## src/rtl/am_lock_detector.sv

```systemverilog
// Alignment-marker lock detector: finds AM_PATTERN in the received nibble stream,
// verifies its period, declares lock and tracks loss of lock. Optional macro: AM_ERR_TOL_EN.
module am_lock_detector #(
  parameter logic [119:0] AM_PATTERN    = 120'hC16821F43E97DEC16821F43E97DEC1,
  parameter int unsigned  AM_PERIOD_NIB = 257,
  parameter int unsigned  LOCK_CNT      = 3,
  parameter int unsigned  UNLOCK_CNT    = 4,
  parameter int unsigned  MAX_NIB_ERR   = 1
) (
  input  logic                             clk,
  input  logic                             rst_n,
  input  logic [3:0]                       hexa_input,
  input  logic                             hexa_valid,
  output logic                             am_lock,
  output logic                             am_found,
  output logic                             lock_loss,
  output logic [1:0]                       lock_state,
  output logic [$clog2(AM_PERIOD_NIB)-1:0] nib_pos
);

  localparam int unsigned NIBS = 30;
  localparam int unsigned PW   = $clog2(AM_PERIOD_NIB);
  localparam int unsigned GW   = $clog2(LOCK_CNT + 1);
  localparam int unsigned BW   = $clog2(UNLOCK_CNT + 1);
  localparam int unsigned FW   = $clog2(NIBS + 1);

  localparam logic [PW-1:0] POS_LAST  = PW'(AM_PERIOD_NIB - 1);
  localparam logic [GW-1:0] GOOD_LAST = GW'(LOCK_CNT - 1);
  localparam logic [BW-1:0] BAD_LAST  = BW'(UNLOCK_CNT - 1);
  localparam logic [FW-1:0] FILL_MAX  = FW'(NIBS);
  localparam logic [FW-1:0] FILL_LAST = FW'(NIBS - 1);

`ifdef AM_ERR_TOL_EN
  localparam int unsigned ERR_LIMIT = MAX_NIB_ERR;
`else
  // exact match only; the tolerance parameter has no effect in this build
  localparam int unsigned ERR_LIMIT = 0 * MAX_NIB_ERR;
`endif

  typedef enum logic [1:0] {
    HUNT   = 2'b00,
    VERIFY = 2'b01,
    LOCKED = 2'b10
  } state_t;

  state_t          state_q, state_d;
  // the oldest nibble falls out on the shift, so only 116 bits need storage
  logic [115:0]    win_q, win_d;
  logic [119:0]    win_shift;
  logic [PW-1:0]   pos_q, pos_d, pos_inc;
  logic [GW-1:0]   good_q, good_d;
  logic [BW-1:0]   bad_q, bad_d;
  logic [FW-1:0]   fill_q, fill_d;
  logic            found_q, found_d;
  logic            loss_q, loss_d;
  logic            pat_hit;
  logic            match;
  logic            at_exp;
  int unsigned     nib_err;

  assign win_shift = {win_q, hexa_input};

  always_comb begin
    nib_err = 0;
    for (int unsigned i = 0; i < NIBS; i++) begin
      if (win_shift[i*4 +: 4] != AM_PATTERN[i*4 +: 4]) nib_err = nib_err + 1;
    end
    pat_hit = (nib_err <= ERR_LIMIT);
  end

  // the nibble being accepted is at least the 30th since reset
  assign match   = pat_hit && (fill_q >= FILL_LAST);
  assign at_exp  = (pos_q == POS_LAST);
  assign pos_inc = at_exp ? '0 : pos_q + 1'b1;

  always_ff @(posedge clk or negedge rst_n) begin
    if (!rst_n) begin
      state_q <= HUNT;
      win_q   <= '0;
      pos_q   <= '0;
      good_q  <= '0;
      bad_q   <= '0;
      fill_q  <= '0;
      found_q <= 1'b0;
      loss_q  <= 1'b0;
    end else begin
      state_q <= state_d;
      win_q   <= win_d;
      pos_q   <= pos_d;
      good_q  <= good_d;
      bad_q   <= bad_d;
      fill_q  <= fill_d;
      found_q <= found_d;
      loss_q  <= loss_d;
    end
  end

  always_comb begin
    state_d = state_q;
    win_d   = win_q;
    pos_d   = pos_q;
    good_d  = good_q;
    bad_d   = bad_q;
    fill_d  = fill_q;
    found_d = 1'b0;
    loss_d  = 1'b0;

    if (hexa_valid) begin
      win_d = win_shift[115:0];
      if (fill_q != FILL_MAX) fill_d = fill_q + 1'b1;

      unique case (state_q)
        HUNT: begin
          pos_d = '0;
          if (match) begin
            good_d  = GW'(1);
            bad_d   = '0;
            state_d = (LOCK_CNT == 1) ? LOCKED : VERIFY;
          end
        end
        VERIFY: begin
          pos_d = pos_inc;
          if (at_exp) begin
            if (match) begin
              found_d = 1'b1;
              good_d  = good_q + 1'b1;
              if (good_q >= GOOD_LAST) begin
                state_d = LOCKED;
                bad_d   = '0;
              end
            end else begin
              state_d = HUNT;
              good_d  = '0;
              pos_d   = '0;
            end
          end
        end
        LOCKED: begin
          pos_d = pos_inc;
          if (at_exp) begin
            if (match) begin
              found_d = 1'b1;
              bad_d   = '0;
            end else begin
              bad_d = bad_q + 1'b1;
              if (bad_q >= BAD_LAST) begin
                state_d = HUNT;
                loss_d  = 1'b1;
                good_d  = '0;
                pos_d   = '0;
              end
            end
          end
        end
        default: begin
          state_d = HUNT;
          pos_d   = '0;
        end
      endcase
    end
  end

  assign am_lock    = (state_q == LOCKED);
  assign am_found   = found_q;
  assign lock_loss  = loss_q;
  assign lock_state = state_q;
  assign nib_pos    = pos_q;

endmodule

```

## config.mk

```make
export PLATFORM = sky130hd
export DESIGN_NAME = am_lock_detector
export DESIGN_NICKNAME = d
export VERILOG_FILES = /design/src/rtl/am_lock_detector.sv
export SDC_FILE = /design/constraint.sdc
export NUM_CORES = 1
export LEC_CHECK = 0
export BUFFER_PORTS_ARGS = -buffer_cell sky130_fd_sc_hd__buf_2
export CORE_UTILIZATION = 66
export CTS_BUF_LIST = sky130_fd_sc_hd__clkbuf_8
export DETAILED_ROUTE_END_ITERATION = 6
export PLACE_DENSITY = 0.83
export SLEW_MARGIN = 30
export SYNTH_ARGS = -nofsm -noshare
export SYNTH_HDL_FRONTEND = slang
export SYNTH_SLANG_ARGS = --single-unit
```

## constraint.sdc

```tcl
create_clock -name clk -period 20.3 [get_ports clk]
set_input_delay 2.03 -clock clk [delete_from_list [all_inputs] [get_ports clk]]
set_output_delay 2.03 -clock clk [all_outputs]
set_load 0.02 [all_outputs]
```

Word level (Yosys, flattened, before mapping)
Cells that the tools add are included. Widths: inputs -> output; s select.

Add/subtract/negate cells: 33. $mul: 0. Divide/modulo/power cells: 0. $lt $le $gt $ge: 4. Equal/unequal tests: 42. Shift-type cells: 0. Muxes and demuxes: 64. Bitwise operators: 0. Reduce and logical (&&, ||, !) cells: 8.

Operators by type and width (number): $add 32x1->32 const B (29); $mux 32 (29); $ne 4x4->1 const B (15); $mux 9 (6); $le 32x1->1 const B (1); $ne 4x3->1 const B (6); $reduce_and 7->1 (3); $ne 4x1->1 const B (5); $mux 2 (9); $mux 3 (6); $pmux 9 s2 (1); $ne 4x2->1 const B (4); $pmux 2 s3 (2); $mux 1 (10); $ne 2x2->1 const B (5); $add 9x1->9 const B (1); $eq 9x9->1 const B (1); $pmux 3 s3 (1); $add 5x1->5 const B (1); $ge 5x5->1 const B (1); $ne 5x5->1 const B (1); $ne 2x1->1 const B (2); $add 3x1->3 const B (1); $ge 3x2->1 const B (1); 10 further kinds (10).

Register bits: 139. Latch bits: 0. Bits in writable memories: 0. Bits in read-only memories: 0. Bits of input ports: 7. Output and inout port bits: 14. Word-level logic and storage cells: 159. Memories: 0.

Longest topological paths before layout
Gate-level depths: netlist of run 1.

Word-level depth: 66. Mapped depth: 100. Gate-level depth less buffers: 100.

Worst setup path after synthesis of run 1
No wires, ideal clock.

Path type: input port to flip-flop. Start: in hexa_input[1]. End: reg state_q[0], in the netlist lock_state[0]. Library setup time: 0.128 ns. Arrival: 18.483 ns. Required time: 20.172 ns. Slack: 1.689 ns. Stages on the path: 98. Buffers on the path: 0. Path through: nor4b_1 inv_1 ha_1 mux2i_1 inv_1 ha_1 nand2_1 nand2_1 ha_1 nor2_1 a21oi_1 ha_1 nand2_1 nand2_1 ha_1 nor2_1 nor2_1 ha_1 (+62 left out) nand2_1 nand2_1 ha_1 nand2_1 o22ai_1 xor2_1 o22ai_1 a21oi_1 xor2_1 or3_1 xnor3_1 a21boi_1 o2bb2ai_1 and3_1 o21a_1 nor4b_4 o21ai_1 mux2_1.

Word-level cells in the longest chain between the ends: 65. Elaborated cells between the ends (all ways): 69. Those cells by class: 29 x add/sub; 1 x order compare; 4 x eq/ne; 33 x mux; 2 x reduce/logical.

RTL lines: from (decl) (RTL line 12) `input logic [3:0] hexa_input,`; $ne 4x1->1 * (RTL line 66) `if (win_shift[i*4 +: 4] != AM_PATTERN[i*4 +: 4]) nib_err = nib_err + 1;`; $mux 1 * (RTL line 66); $add 32x1->32 (RTL line 66); $mux 32 * (RTL line 66); $add 32x1->32 (RTL line 66); $mux 32 * (RTL line 66); $add 32x1->32 (RTL line 66); $mux 32 * (RTL line 66); (+49 left out); $mux 32 * (RTL line 66); $add 32x1->32 (RTL line 66); $mux 32 * (RTL line 66); $le 32x1->1 * (RTL line 68) `pat_hit = (nib_err <= ERR_LIMIT);`; $logic_and 1x1->1 * (RTL line 72) `assign match = pat_hit && (fill_q >= FILL_LAST);`; $mux 2 (RTL line 124) `if (match) begin`; $mux 2 (RTL line 123) `if (at_exp) begin`; $pmux 2 s3 (RTL line 112) `unique case (state_q)`; to (signal assigned) (RTL line 87) `state_q <= state_d;`; to (decl) (RTL line 46) `state_t state_q, state_d;`.

Mark *: on every way between the ends. The rest lies on a longest branch, timed or not. The select of a mux whose other input is x is not followed. A chain may end at the register's enable or synchronous reset.

Worst setup path in the final report of run 1
Ends and elaborated chain as after synthesis.

==> run summary, run 1 <==
Max Freq: 51.7 MHz
Die area: 17400 um^2
Setup ws final: 947 ps
Root Buffer: clkbuf_8
Hold Path End: bad_q[2]
DR top layer: met4
Final wirelength: 24600 um
Final Hold Viols: 0
I/O pins: 21
Antenna-violating nets left: 0
Post-layout util: 73.4%
Most frequent cells in the layout: dfrtp_1 (139), mux2_2 (122), nand2_1 (89)
FF-to-FF End: lock_state[0]
Net count, final: 1197
Worst slew pin tran: 945 ps
CP startpoint kind: input pin
Top FF cell, synth: dfrtp_1
Initial Utilization: 67.4%
Post-synth ARST share: 100%
GR Overflow Total: 0
DRC: 0
Synth top area cells: dfrtp_1 (31%), mux2_2 (12%), xnor2_1 (6.3%), ha_1 (4.6%), nand2_1 (3.1%)
GP Congestion: 0.899
Hold Path Origin: bad_q[2]
Critical Path Max Stage Delay: 370 ps
Post-Syn Instances: 1131
Met3 wire len: 1190 um
Core ar.: 16500 um^2
Layout cell share with drive strength beyond 1: 23.0%
Syn Area/Cell: 9.85 um^2
CTS tree: yes
Synth Cell Area: 11100 um^2
CP Buf/Inv Count: 5
Reg2reg path depth: 99
Status: finished clean
CP dominant cell by count: ha_1
Max clock buf depth: 2
Crit Path Class: input pin to flip-flop
Final setup viols: 0
Adder-cell share of the synthesized area: 4.61%
Worst min path class: flip-flop to flip-flop
Hold_ws: 516 ps
Area Growth Syn to Fin: 8.91%
Complex-gate fraction of the synthesized area: 11.0%
Synth Warn #: 0
Inserted Diodes: 0
Clock Latency Late Sink: 440 ps
Placed Cells: 1343
Slew Viols, Final: 0
Worst Setup End Kind: flip-flop
I/O Buffers: 20
Vias per cell: 6.39
Die Ht: 132 um
Max-Cap Viols: 0
Total GRT Usage: 28.0%
Area leader, netlist: dfrtp_1
Met2 WL: 11700 um
Min Tclk post-route: 19350 ps
Die W: 132 um
Met1 wire length: 11300 um
Simple-Gate Fraction of Synth Area: 20.5%
Reg clk slew, reported paths: 80 ps
DR WL/cell: 17.8 um
CP delay by family, top: adder cells
1st-iter DRT viols: 595
Row Count: 47
Worst path required time: 20620 ps
Fin cells: 1382
Reg2reg start: win_q[0]
Period utilization: 95.3%
Initial antenna violation count: 0
Pre-CTS setup slack: -20.6 ps
Commonest non-fill, non-tap cell in the layout: dfrtp_1
Yosys top cell area share: 31.2%
Total CTS buffers: 17
Vias after detailed routing: 8828
Clk sinks: 139
Mux contribution to synthesized area: 15.0%
Reg-to-reg slack, setup: 2430 ps
Yosys reg bits: 139
DP HPWL: 17200 um
Worst endpoint data arrival time: 19670 ps
Synth unique cells: 92
CP max-delay cell: nor4_2
Post-synthesis sequential area ratio: 31.2%
XOR/XNOR Fraction of Synth Area: 15.3%
Relative slew slack: 36.1%
Vias in the first global route: 8387
Hold depth: 1
First-pass GRT wire length: 40200 um
Clk_skew: 7.72 ps
Main combinational cell family by area after synthesis: simple AND/OR/NAND/NOR gates
Drt pass-1 iters: 5
Worst-path maximum fanout: 8
Largest net degree at the start of global routing: 86
H-tree levels: 4
EDFF count, synth: 0
Syn_nets: 1179
## Yosys cell counts, types with 8 or more instances
master      n
o22ai_1    11
nand2_1    92
a31oi_1     9
a21oi_1    28
xnor3_1    15
and2_1      9
xor2_1     29
nor3_1     31
clkbuf_1   25
and4b_1     8
inv_1      28
nand4b_1    9
nand3_1    37
nor2b_1    11
mux2_2    122
and3_1     13
ha_1       41
dfrtp_1   139
o211ai_1   11
nor4_1     12
nand2b_1   11
nand4_1    21
nor2_1     84
xnor2_1    80
mux2i_1    26
nor4b_1    12
a211oi_1   12
o21ai_1    10
o21ai_0    32
## timing repair
item / 4_1_cts / 5_1_grt
setup buffers: 0 / 7
endpoints found under the setup margin: 0 / 9
resized for setup: 0 / 38
hold buffers: 0 / 0
## worst reg2reg max path, delay by kind of cell (launching register included)
family	cells	cell delay, ps
adders and majority gates	26	7340
and+or+nand+nor	41	4480
buffers and inverters	3	350
muxes	4	1060
DFF	1	410
AOI/OAI and AO/OA	22	3300
xor gates and xnor gates	3	780
## flip-flops by register name (all words and copies together) (netlist names)
signal      count
lock_state      2
win_q         116
lock_loss       1
am_found        1
nib_pos         9
bad_q           3
fill_q          5
good_q          2
## metrics by stage
| stage | instance area [um^2] | setup TNS, ps |
|---|---|---|
| after floorplan | 11100 | 0 |
| after CTS | 11900 | 0 |
| after detailed placement | 11400 | -20.6 |
| final | 12100 | 0 |
| after global routing | 12100 | -567 |
| after global placement | 11400 | 0 |
## layer usage
layer	vias to the layer above	GRT usage, %
met3	35	4.69
met4	0	8.59
met2	241	46.0
li1	4214	-
met1	4338	38.1
met5	-	0
## cell type report
| cell class | count | area (um^2) |
|---|---|---|
| clock buffer | 18 | 248 |
| clock inverter | 14 | 193 |
| fill | 1115 | 4400 |
| inverter | 30 | 113 |
| multi-input combinational | 926 | 7590 |
| sequential | 139 | 3480 |
| tap | 220 | 275 |
| timing repair buffer | 35 | 229 |
## kinds of logic after synthesis
| group | after synthesis |
|---|---|
| and+or+nand+nor | 410 |
| AOI/OAI and AO/OA | 180 |
| muxes | 151 |
| xor gates and xnor gates | 144 |
| DFF | 139 |
| buffers and inverters | 66 |
| adders and majority gates | 41 |
## worst max path at each step
stage	startpoint	to	slack, ps	cells past startpoint
final	hexa_input[1]	lock_state[0]	950	100
after global routing	hexa_input[1]	lock_state[0]	-220	100
after CTS	hexa_input[1]	lock_state[0]	280	100
after detailed placement	hexa_input[1]	lock_state[0]	-20	100
after global placement	hexa_input[1]	lock_state[0]	700	99
after floorplan	hexa_input[1]	lock_state[0]	1690	98
Power of run 1 is left out: the tool's default activity adds up to more than one toggle a clock period on the data nets, which glitch-free logic cannot reach.
==> inputs of run 2 (changes only) <==
--- a/config.mk
+++ b/config.mk
@@ -6,6 +6,7 @@
 export NUM_CORES = 1
 export LEC_CHECK = 0
 export BUFFER_PORTS_ARGS = -buffer_cell sky130_fd_sc_hd__buf_2
+export CORE_MARGIN = 5
 export CORE_UTILIZATION = 66
 export CTS_BUF_LIST = sky130_fd_sc_hd__clkbuf_8
 export DETAILED_ROUTE_END_ITERATION = 6
==> run summary, run 2 (synthesized netlist as in run 1, its figures left out) <==
Status: finished clean
First-pass GRT wire length: 40200 um (+0.22%)
Worst slew pin tran: 926 ps (-19.4 ps)
Worst min path class: flip-flop to flip-flop
Most frequent cells in the layout: dfrtp_1 (139), mux2_2 (122), nand2_1 (92)
Biggest register: win_q
Drt pass-1 iters: 5 (unchanged)
DRC: 0 (unchanged)
Root Buffer: clkbuf_8
Largest net degree at the start of global routing: 79 (-8.1%)
Layout cell share with drive strength beyond 1: 22.5% (-0.53 points)
Die area: 19600 um^2 (+12%)
Pre-CTS setup slack: -103 ps (-82.3 ps)
Reg clk slew, reported paths: 80 ps (about the same)
Clk sinks: 139 (unchanged)
CP startpoint kind: input pin
CP dominant cell by count: ha_1
Die W: 140 um (+6.1%)
Hold_ws: 509 ps (-7.28 ps)
Row Count: 47 (unchanged)
Net count, final: 1193 (-0.33%)
CP max-delay cell: a32oi_1
Final Hold Viols: 0 (unchanged)
CTS tree: yes
Total CTS buffers: 17 (unchanged)
Setup TNS: 0 ps (unchanged)
Vias in the first global route: 8346 (-0.49%)
Clk_skew: 11.6 ps (+3.89 ps)
Slew Viols, Final: 0 (unchanged)
Critical Path Max Stage Delay: 480 ps (+110 ps)
GR Overflow Total: 0 (unchanged)
Initial antenna violation count: 0 (unchanged)
Largest register FFs: 116 (unchanged)
Total GRT Usage: 24.3% (-3.7 points)
GP Congestion: 0.844 (-6.1%)
Min Tclk post-route: 19140 ps (-218 ps)
Die Ht: 140 um (+6.1%)
Relative slew slack: 38.3% (+2.2 points)
Worst path required time: 20640 ps (+20 ps)
1st-iter DRT viols: 536 (-9.9%)
DP HPWL: 17200 um (-0.30%)
Final setup viols: 0 (unchanged)
Core ar.: 16600 um^2 (+0.36%)
Max Freq: 52.3 MHz (+1.1%)
Initial Utilization: 67.1% (-0.24 points)
Area after DPL: 11400 um^2 (unchanged)
H-tree levels: 4 (unchanged)
I/O Buffers: 20 (unchanged)
Clock Latency Late Sink: 440 ps (about the same)
Max clock buf depth: 2 (unchanged)
Setup ws final: 1160 ps (+218 ps)
Commonest non-fill, non-tap cell in the layout: dfrtp_1
I/O pins: 21 (unchanged)
Vias per cell: 6.34 (-0.81%)
Worst endpoint data arrival time: 19480 ps (-190 ps)
Design area: 12000 um^2 (-0.79%)
Area Growth Syn to Fin: 8.04%
Vias after detailed routing: 8731 (-1.1%)
Inserted Diodes: 0 (unchanged)
Worst-path maximum fanout: 8 (unchanged)
Worst Setup End Kind: flip-flop
DR WL/cell: 17.7 um (-0.96%)
Period utilization: 94.3% (-1.1 points)
Antenna-violating nets left: 0 (unchanged)
Max-Cap Viols: 0 (unchanged)
Crit Path Class: input pin to flip-flop
Final wirelength: 24300 um (-1.2%)
-- run 2: metrics by stage --
step / utilization [%] / instances
after floorplan: - / 1131
after global routing: 72.6 / 1378
after CTS: 71.4 / 1375
after global placement: 68.9 / 1343
after detailed placement: 69.0 / 1343
final: 72.6 / 1378
-- run 2: path summary, 6_finish.rpt --
check / start / to / slack (ps) / depth (start not counted)
max: hexa_input[2] / bad_q[2] / 1160 / 100
min: fill_q[4] / fill_q[4] / 510 / 1
max reg2reg: win_q[1] / bad_q[2] / 2580 / 99
min reg2reg: fill_q[4] / fill_q[4] / 510 / 1
max in group asynchronous: rst_n / win_q[85] / 17480 / 2
min in group asynchronous: rst_n / win_q[27] / 1610 / 1
-- run 2: routing by layer --
layer  GRT usage [%]  vias up  wire, um
li1                -     4219         -
met1            34.6     4207     11000
met2            39.0      254     11800
met3            3.89       51      1030
met4            6.88        0       472
met5               0        -         0
-- run 2: critical path: cells and delay by family --
family / cells / cell delay (ps)
adders and majority gates: 26 / 7280
and+or+nand+nor: 39 / 4400
AOI/OAI and AO/OA: 24 / 3820
muxes: 3 / 750
xor gates and xnor gates: 3 / 600
buffers and inverters: 5 / 570
-- run 2: final cells by class --
class / instances / area, um^2
Clock buffer: 17 / 234
Clock inverter: 15 / 163
Fill cell: 1175 / 4550
Inverter: 30 / 113
Multi-Input combinational cell: 926 / 7580
Sequential cell: 139 / 3480
Tap cell: 220 / 275
Timing Repair Buffer: 31 / 191
-- run 2: repair_timing --
item,in CTS,in global routing
hold endpoints to repair,0,0
hold buffers,0,0
gates resized for setup,0,34
setup buffers,0,3
endpoints found under the setup margin,0,9
Power of run 2 is left out for the same reason.
